$ cat config.mk
export PLATFORM = sky130hd
export DESIGN_NAME = dps_uart_rx
export DESIGN_NICKNAME = d
export VERILOG_FILES = /design/src/rtl/dps_uart_rx_pkg.sv /design/src/rtl/dps_uart_rx_fifo.sv /design/src/rtl/dps_uart_rx.sv
export SDC_FILE = /design/constraint.sdc
export NUM_CORES = 1
export LEC_CHECK = 0
export BUFFER_PORTS_ARGS = -buffer_cell sky130_fd_sc_hd__buf_2
export CAP_MARGIN = 10
export CORE_MARGIN = 4
export CORE_UTILIZATION = 58
export CTS_BUF_LIST = sky130_fd_sc_hd__clkbuf_4
export DETAILED_ROUTE_END_ITERATION = 16
export PLACE_DENSITY = 0.78
export REMOVE_ABC_BUFFERS = 1
export SETUP_SLACK_MARGIN = 0.3
export SYNTH_ARGS = -nofsm -noshare
export SYNTH_HDL_FRONTEND = slang
export SYNTH_SLANG_ARGS = --single-unit
$ cat constraint.sdc
create_clock -name iIF_CLOCK -period 3 [get_ports iIF_CLOCK]
set_clock_uncertainty 0.1 [all_clocks]
set_input_delay 0.6 -clock iIF_CLOCK [delete_from_list [all_inputs] [get_ports iIF_CLOCK]]
set_output_delay 0.6 -clock iIF_CLOCK [all_outputs]
set_load 0.01 [all_outputs]
$ cat src/rtl/dps_uart_rx_pkg.sv
// Shared UART definitions: baud codes, the 50 MHz divisor table and receiver FSM states.
package dps_uart_rx_pkg;

   localparam int DIV_W = 9;

   localparam logic [3:0] BAUD_9600   = 4'd0;
   localparam logic [3:0] BAUD_19200  = 4'd1;
   localparam logic [3:0] BAUD_38400  = 4'd2;
   localparam logic [3:0] BAUD_57600  = 4'd3;
   localparam logic [3:0] BAUD_115200 = 4'd4;

   typedef enum logic [2:0] {
      ST_IDLE   = 3'd0,
      ST_START  = 3'd1,
      ST_DATA   = 3'd2,
      ST_STOP   = 3'd3,
      ST_WAITHI = 3'd4
   } rx_state_e;

   // 16x oversampling prescale divisor; unused codes fall back to 9600 baud
   function automatic logic [DIV_W-1:0] baud_div(input logic [3:0] code);
      case (code)
         BAUD_9600:   return 9'd326;
         BAUD_19200:  return 9'd163;
         BAUD_38400:  return 9'd81;
         BAUD_57600:  return 9'd54;
         BAUD_115200: return 9'd27;
         default:     return 9'd326;
      endcase
   endfunction

endpackage

$ cat src/rtl/dps_uart_rx_fifo.sv
// Receive byte FIFO: 2**AW slots, one kept free so the count fits AW bits.
// Clear wins over push and pop; status and event pulses are registered together.
module dps_uart_rx_fifo #(
   parameter int AW = 4
) (
   input  logic          iIF_CLOCK,
   input  logic          inRESET,
   input  logic          clear_i,
   input  logic          push_i,
   input  logic [7:0]    data_i,
   input  logic          pop_i,
   output logic [7:0]    data_o,
   output logic [AW-1:0] cnt_o,
   output logic          empty_o,
   output logic          receive_o,
   output logic          ovr_o
);

   logic [7:0]    mem_q [2**AW];
   logic [AW-1:0] wptr_q, wptr_d;
   logic [AW-1:0] rptr_q, rptr_d;
   logic [AW-1:0] cnt_q, cnt_d;
   logic          empty_q, empty_d;
   logic          rcv_q, rcv_d;
   logic          ovr_q, ovr_d;
   logic          full;
   logic          do_push;
   logic          do_pop;

   assign full    = (cnt_q == {AW{1'b1}});
   assign do_push = push_i && !full && !clear_i;
   assign do_pop  = pop_i && !empty_q && !clear_i;

   always_comb begin
      wptr_d  = wptr_q;
      rptr_d  = rptr_q;
      cnt_d   = cnt_q;
      rcv_d   = 1'b0;
      ovr_d   = 1'b0;
      if (clear_i) begin
         wptr_d = '0;
         rptr_d = '0;
         cnt_d  = '0;
      end else begin
         if (do_push) wptr_d = wptr_q + 1'b1;
         if (do_pop)  rptr_d = rptr_q + 1'b1;
         if (do_push && !do_pop)      cnt_d = cnt_q + 1'b1;
         else if (do_pop && !do_push) cnt_d = cnt_q - 1'b1;
         rcv_d = do_push;
         ovr_d = push_i && full;
      end
      empty_d = (cnt_d == '0);
   end

   always_ff @(posedge iIF_CLOCK or negedge inRESET) begin
      if (!inRESET) begin
         wptr_q  <= '0;
         rptr_q  <= '0;
         cnt_q   <= '0;
         empty_q <= 1'b1;
         rcv_q   <= 1'b0;
         ovr_q   <= 1'b0;
      end else begin
         wptr_q  <= wptr_d;
         rptr_q  <= rptr_d;
         cnt_q   <= cnt_d;
         empty_q <= empty_d;
         rcv_q   <= rcv_d;
         ovr_q   <= ovr_d;
      end
   end

   always_ff @(posedge iIF_CLOCK) begin
      if (do_push) mem_q[wptr_q] <= data_i;
   end

   assign data_o    = mem_q[rptr_q];
   assign cnt_o     = cnt_q;
   assign empty_o   = empty_q;
   assign receive_o = rcv_q;
   assign ovr_o     = ovr_q;

endmodule

$ cat src/rtl/dps_uart_rx.sv
// SCI UART receiver: RXD synchroniser, 16x prescaler, frame FSM and the receive FIFO.
//  state     | meaning
//  ST_IDLE   | line idle, waiting for a 1->0 edge on the synchronised RXD
//  ST_START  | mid-start-bit check after 8 ticks; high means glitch
//  ST_DATA   | sampling 8 data bits LSB first, one per 16 ticks
//  ST_STOP   | sampling stop bit; high stores the byte, low is a framing error
//  ST_WAITHI | after a framing error, waiting for the line to return high
module dps_uart_rx
   import dps_uart_rx_pkg::*;
#(
   parameter int P_FIFO_AW = 4
) (
   input  logic                 iIF_CLOCK,
   input  logic                 inRESET,
   input  logic [3:0]           iBAUDRATE,
   input  logic                 iRX_EN,
   input  logic                 iRX_CLEAR,
   input  logic                 iRX_REQ,
   output logic                 oRX_EMPTY,
   output logic [7:0]           oRX_DATA,
   output logic [P_FIFO_AW-1:0] oRX_BUFF_CNT,
   output logic                 oRX_RECEIVE,
   output logic                 oRX_FERR,
   output logic                 oRX_OVR,
   input  logic                 iUART_RXD
);

   rx_state_e        state_q, state_d;
   logic             rxd_meta_q, rxd_sync_q, rxd_prev_q;
   logic [DIV_W-1:0] presc_q, presc_d;
   logic [DIV_W-1:0] div_q, div_d;
   logic [3:0]       tcnt_q, tcnt_d;
   logic [2:0]       bitn_q, bitn_d;
   logic [7:0]       shift_q, shift_d;
   logic             ferr_q, ferr_d;
   logic             push_req;
   logic             tick;

   assign tick = (presc_q == div_q - 1'b1);

   always_comb begin
      state_d  = state_q;
      div_d    = div_q;
      tcnt_d   = tcnt_q;
      bitn_d   = bitn_q;
      shift_d  = shift_q;
      ferr_d   = 1'b0;
      push_req = 1'b0;
      presc_d  = '0;
      if (state_q inside {ST_START, ST_DATA, ST_STOP} && !tick) presc_d = presc_q + 1'b1;

      if (!iRX_EN) begin
         state_d = ST_IDLE;
         presc_d = '0;
      end else begin
         case (state_q)
            ST_IDLE: begin
               if (rxd_prev_q && !rxd_sync_q) begin
                  state_d = ST_START;
                  tcnt_d  = '0;
                  div_d   = baud_div(iBAUDRATE);
               end
            end
            ST_START: begin
               if (tick) begin
                  tcnt_d = tcnt_q + 4'd1;
                  if (tcnt_q == 4'd7) begin
                     tcnt_d  = '0;
                     bitn_d  = '0;
                     state_d = rxd_sync_q ? ST_IDLE : ST_DATA;
                  end
               end
            end
            ST_DATA: begin
               if (tick) begin
                  tcnt_d = tcnt_q + 4'd1;
                  if (tcnt_q == 4'd15) begin
                     shift_d = {rxd_sync_q, shift_q[7:1]};
                     bitn_d  = bitn_q + 3'd1;
                     if (bitn_q == 3'd7) state_d = ST_STOP;
                  end
               end
            end
            ST_STOP: begin
               if (tick) begin
                  tcnt_d = tcnt_q + 4'd1;
                  if (tcnt_q == 4'd15) begin
                     if (rxd_sync_q) begin
                        push_req = 1'b1;
                        state_d  = ST_IDLE;
                     end else begin
                        ferr_d  = 1'b1;
                        state_d = ST_WAITHI;
                     end
                  end
               end
            end
            ST_WAITHI: begin
               if (rxd_sync_q) state_d = ST_IDLE;
            end
            default: state_d = ST_IDLE;
         endcase
      end
   end

   always_ff @(posedge iIF_CLOCK or negedge inRESET) begin
      if (!inRESET) begin
         state_q    <= ST_IDLE;
         rxd_meta_q <= 1'b1;
         rxd_sync_q <= 1'b1;
         rxd_prev_q <= 1'b1;
         presc_q    <= '0;
         div_q      <= baud_div(BAUD_9600);
         tcnt_q     <= '0;
         bitn_q     <= '0;
         shift_q    <= '0;
         ferr_q     <= 1'b0;
      end else begin
         state_q    <= state_d;
         rxd_meta_q <= iUART_RXD;
         rxd_sync_q <= rxd_meta_q;
         rxd_prev_q <= rxd_sync_q;
         presc_q    <= presc_d;
         div_q      <= div_d;
         tcnt_q     <= tcnt_d;
         bitn_q     <= bitn_d;
         shift_q    <= shift_d;
         ferr_q     <= ferr_d;
      end
   end

   dps_uart_rx_fifo #(.AW(P_FIFO_AW)) u_fifo (
      .iIF_CLOCK (iIF_CLOCK),
      .inRESET   (inRESET),
      .clear_i   (iRX_CLEAR),
      .push_i    (push_req),
      .data_i    (shift_q),
      .pop_i     (iRX_REQ),
      .data_o    (oRX_DATA),
      .cnt_o     (oRX_BUFF_CNT),
      .empty_o   (oRX_EMPTY),
      .receive_o (oRX_RECEIVE),
      .ovr_o     (oRX_OVR)
   );

   assign oRX_FERR = ferr_q;

endmodule

; ---- After elaboration in Yosys (flattened, before gate mapping)
; Memory sizes are Yosys's and may differ from the RTL's.
; Cells that the tools add are included.
[totals]
ram_bits = 128
wordCells = 129
memories = 1
input_bits = 10
ff_bits = 55
out_inout_bits = 16
[mem_list]
columns = name, depth, word_bits, rd, rd_ports_with_merged_regs, write_ports, line
row1 = u_fifo.mem_q, 16, 8, 1, 0, 1, dps_uart_rx_fifo.sv:19  ; logic [7:0] mem_q [2**AW];
[op_classes]
n_eq_ne = 28
reduce_logical = 29
mux = 47
n_addsub = 8
[op_table]
columns = op, count
row1 = two-way mux 3 bit, 15
row2 = two-way mux 4 bit, 11
row3 = one-hot mux 9 bit (4 select lines), 1
row4 = two-way mux 9 bit, 2
row5 = adder 4 x 1 -> 4 bit (second input constant), 4
row6 = != test 3 bit (second input constant), 5
row7 = one-hot mux 3 bit (5 select lines), 1
row8 = two-way mux 1 bit, 14
row9 = != test 3 x 2 -> 1 bit (second input constant), 4
row10 = one-hot mux 4 bit (3 select lines), 1
row11 = adder 9 x 1 -> 9 bit (second input constant), 1
row12 = == test 9 bit, 1
row13 = logical AND 1 bit, 9
row14 = AND reduction 9 bit, 1
row15 = subtractor 9 x 1 -> 9 bit (second input constant), 1
row16 = == test 4 x 2 -> 1 bit (second input constant), 2
row17 = == test 4 x 3 -> 1 bit (second input constant), 2
row18 = == test 4 bit (second input constant), 2
row19 = zero test 1 bit, 7
row20 = == test 3 x 2 -> 1 bit (second input constant), 2
row21 = == test 3 bit (second input constant), 2
row22 = != test 2 x 1 -> 1 bit (second input constant), 3
row23 = != test 2 bit (second input constant), 3
row24 = one-hot mux 3 bit (2 select lines), 1
row25 = 14 further kinds, 17

; ---- Depth between registers and ports, before layout
[logic_depth]
depth_word = 13
depth_mapped = 10

; ---- Modules after synthesis
; From an unflattened synthesis, not the netlist that was laid out.
[hier_totals]
hier_cells = 580
area_unflattened_um2 = 8200.4
[modules_own_cells]
columns = module, cells_per_inst, seq_area_each_um2, area_per_inst_um2, n_inst
row1 = dps_uart_rx_fifo, 348, 4220.3, 5928.2, 1
row2 = dps_uart_rx, 232, 1009.7, 2272.2, 1

; ---- Worst setup path after synthesis
; OpenSTA, ideal clock, no wires.
[synth_timing]
path_type = register to register
start = register div_q[1]
end = memory u_fifo.mem_q[8][0], enable pin
arrival_ns = 2.677
period_less_slack_ns = 3.147
setup_ns = 0.371
stages_incl_launch_ff = 11
path_buffers = 0
path_slack_ns = -0.147
path_cell_list = dfstp_2 > inv_1 > ha_1 > nor3b_2 > a221o_1 > and4_1 > o21bai_4 > or2_2 > nor2_1 > nand3b_1 > nor2_1
[synth_between]
elab_chain_cells = 9
[synth_lines]
columns = element, line
row1 = start: declaration, dps_uart_rx.sv:31  ; logic [DIV_W-1:0] div_q, div_d;
row2 = start signal: assignment, dps_uart_rx.sv:113  ; div_q <= baud_div(BAUD_9600);
row3 = start signal: assignment, dps_uart_rx.sv:124  ; div_q <= div_d;
row4 = subtractor 9 x 1 -> 9 bit, dps_uart_rx.sv:39  ; assign tick = (presc_q == div_q - 1'b1);
row5 = == test 9 bit, dps_uart_rx.sv:39
row6 = two-way mux 1 bit, dps_uart_rx.sv:85  ; if (tick) begin
row7 = two-way mux 1 bit, dps_uart_rx.sv:56  ; case (state_q)
row8 = two-way mux 1 bit, dps_uart_rx.sv:52  ; if (!iRX_EN) begin
row9 = logical AND 1 bit (2 in series), dps_uart_rx_fifo.sv:31  ; assign do_push = push_i && !full && !clear_i;
row10 = two-way mux 1 bit, dps_uart_rx_fifo.sv:74  ; if (do_push) mem_q[wptr_q] <= data_i;
row11 = two-way mux 1 bit (implied by the code), dps_uart_rx_fifo.sv:74
row12 = end: declaration, dps_uart_rx_fifo.sv:19
; No other way between the ends.

; ---- Final worst setup path
[layout_timing]
start = register u_fifo.rptr_q[0]
end = output port oRX_DATA[3]
[layout_between]
elab_chain_cells = 1
[layout_lines]
columns = element, line
row1 = start: declaration, dps_uart_rx_fifo.sv:21  ; logic [AW-1:0] rptr_q, rptr_d;
row2 = start signal: assignment, dps_uart_rx_fifo.sv:65  ; rptr_q <= rptr_d;
row3 = memory (16 x 8 bit), n/a
row4 = end: declaration, dps_uart_rx.sv:20  ; output logic [7:0] oRX_DATA,
; No other way between the ends.

==> impl_results.md <==
* Die area at 15900 um2
* Core Footprint at ~13000 um2
* Clk_lat worst skew at between 0.5 and 0.6 ns
* Post-Synth XOR/XNOR Area at about 2.6%
* DR vias at around 5000
* Die extent in x at between 100 and 150 um
* Crit-path max FO at 8
* CTS tree: yes
* Design area at 9590 um2
* Worst Path Required at about 2.3 ns
* Ys flop type: edfxtp_1
* Worst rel slew slack at around half
* Syn Area/Cell at 14.3 um2
* Synth warn at 0
* Initial antenna violation count at 1
* Final Hold Viols at 0
* Global-route wire length before repair at 27.9 mm
* Max VDD drop at about 0.00054 V
* Cell Pwr Density at ~610 nW/um2
* Final Setup Violations at 4
* Nets at 668
* Period utilization at 102%
* Routed wire length at about 17 mm
* Post-synthesis mux area share at between 10% and 20%
* Critical Path End Type: output pin
* Hold WC Path Type: in -> reg
* Initial Util at between 60% and 70%
* DRT Pass-1 Iters at 5
* Synthesized instance count at roughly 570
* Synthesized-area fraction occupied by adder cells at ~1.9%
* Fin crit period at 3.06 ns
* ANT nets after route at 0
* Yosys top cell by area: edfxtp_1
* Final core occ at between 70% and 80%
* Cell area after synthesis at 8080 um2
* Synth Register Bits at roughly 180
* Lkg Pwr at 3.67 nW
* DR vias/cell at between 5 and 6
* Slew @ Worst Pin at ~0.76 ns
* Post-synthesis simple-gate area fraction at around 11%
* Post-synthesis compound-gate area fraction at 6.83%
* Drt drc at 0
* Fill cell count at 863
* Total Routing Usage GR at a little under a quarter
* Wirelength per Cell at 20.9 um
* Max-Cap Viols at 0
* Final Max Tran Viols at 0
* CP arrival at ~2.4 ns
* Iter 0 DRT Violations at 434
* Final worst slack at -0.0567 ns
* Buffers on Ports at 25
* Largest family of logic cells by synthesized area: multiplexers
* Share of layout cells above drive strength 1 at 33.1%
* RSZ-0062 raised after global routing: true
* GPL Wtd Cong at 0.866
* Critical Path Start Type: flop
* Commonest non-fill, non-tap cell in the layout: edfxtp_1
* Synth cell types at 63
* Vias in the first global route at 5095
* CTS Sinks at between 150 and 200
* Dpl hpwl at 11.4 mm
* Num CTS Buffers at 17
* Max Clk Rate at about 330 MHz
* Ports at 26
* Commonest cells after routing, fill and taps aside: 128 x edfxtp_1, 43 x dfrtp_1, 41 x nand2_1, 35 x nor2_1, 25 x mux2i_1
* Clock transition at path regs at between 0.1 and 0.15 ns
* Placed Area at 8790 um2
* Post-synth ARST share at 30.1%
* Largest net degree at the start of global routing at 56
* Row cnt at 42
* Chip Height at between 100 and 150 um
* Area growth, synth to finish at 18.8%
* Longest Clk Path Bufs at 2
* Area share of the largest cell type after synthesis at a little under half
* Failing checks: setup timing
* Root Buffer: clkbuf_4
* Status: complete, but fails checks
* Post-synth EDFFs at 128
* H-tree Lvls at 4
* Gr ovfl total at 0
* Seq/Total Area, Yosys at around 65%
* Synth area leaders: edfxtp_1 48%, dfrtp_1 15%, mux4_2 4.5%
* CP Class: reg -> out
-- through the flow --
step / total power, W / cells / TNS (ns) / worst slack, ns / hold WS (ns)
after global routing: 0.00610 / 836 / -1.25 / -0.184 / 0.113
after floorplan: 0.00378 / 547 / -12.20 / -0.395 / 0.204
after detailed placement: 0.00415 / 790 / -7.49 / -0.0913 / 0.249
final: 0.00580 / 836 / -0.124 / -0.0567 / 0.145
after global placement: 0.00409 / 790 / -4.16 / -0.0662 / 0.246
after CTS: 0.00576 / 834 / -0.254 / -0.0503 / 0.124
-- sequential cells by signal, indices dropped and copies added, names as in the netlist, 3 cells and up --
name           count
u_fifo.cnt_o       4
bitn_q             3
u_fifo.mem_q     128
state_q            3
shift_q            8
div_q              9
presc_q            9
u_fifo.rptr_q      4
tcnt_q             4
u_fifo.wptr_q      4
-- metal layers --
layer | share of wire, % | track usage (%) | vias up
li1 | - | - | 2305
met1 | 41 | 30.1 | 2498
met2 | 51 | 38.4 | 179
met3 | 5.5 | 5.38 | 25
met4 | 2.2 | 6.94 | 0
met5 | 0 | 0 | -
-- area by class of cell --
type	count	area [um2]	area share, %
Sequential cell	183	5240	54.6
Inverter	13	48.8	0.509
Tap cell	176	220	2.30
Multi-Input combinational cell	351	3000	31.3
Clock inverter	13	178	1.85
Timing Repair Buffer	80	762	7.94
Clock buffer	19	143	1.49
Antenna cell	1	2.50	0.0261
-- path summary, 6_finish.rpt --
check                                             startpoint                  endpoint  slack, ns  cells past startpoint
max in group asynchronous                            inRESET      rxd_sync_q$_DFF_PN1_       2.07                      3
min in group asynchronous                            inRESET      div_q[0]$_DFFE_PN0P_       0.43                      3
worst min-delay path                            iBAUDRATE[1]      div_q[7]$_DFFE_PN0P_       0.14                      2
worst max-delay path            u_fifo.rptr_q[0]$_DFFE_PN0P_               oRX_DATA[3]      -0.06                      7
worst min register to register          rxd_meta_q$_DFF_PN1_      rxd_sync_q$_DFF_PN1_       0.27                      0
worst max register to register          div_q[1]$_DFFE_PN1P_  u_fifo.empty_o$_DFF_PN1_       0.01                     11
-- cell families (layout without fill, tap and decap cells) --
logic type               count (synthesis)  after routing
XOR/XNOR                                24             24
multiplexers                            67             67
flip-flops                             183            183
other                                    0              1
adder cells (fa/ha/maj)                 12             12
buffers and inverters                   32            125
AND/OR/NAND/NOR                        169            169
AO/OA/AOI/OAI                           79             79
-- cells in the mapped netlist (2+ instances only) --
cell        n
a21oi_1    13
a221oi_1    8
a22o_1      2
a22oi_1     8
and2_1     16
and3_1      4
buf_1       5
clkbuf_1   13
dfrtp_1    47
dfstp_2     8
edfxtp_1  128
ha_1       12
inv_1      13
mux2_2     21
mux2_4      2
mux2i_1    28
mux4_2     16
nand2_1    43
nand2b_1    5
nand3_1    10
nand3b_1    4
nand4_1    10
nor2_1     37
nor2b_1     9
nor3_1      5
nor3_2      2
nor3b_1     5
nor4_1      2
nor4b_1     3
o21ai_0    27
o31ai_1     5
or3_1       2
xnor2_1     8
xor2_1     16
-- critical path, cell delays in order (launching register included) --
cell      delay (ns)
dfrtp_4         0.57
buf_6           0.17
buf_12          0.14
mux2i_1         0.14
a221oi_2        0.40
a22oi_1         0.12
nand2_1         0.12
buf_6           0.11
-- timing repair --
item / CTS / global route
setup buffers: 10 / 1
pin swaps: 17 / 11
resized for setup: 78 / 22
hold buffers: 2 / 0
setup endpoints to repair: 153 / 147
endpoints found under the hold margin: 48 / 0
-- power by group --
group          internal, W  total (W)  switching [W]
Combinational     0.000664    0.00133       0.000663
Clock             0.000677    0.00148       0.000802
Sequential         0.00281    0.00300       0.000183
Power figures use the tool's default switching activity.
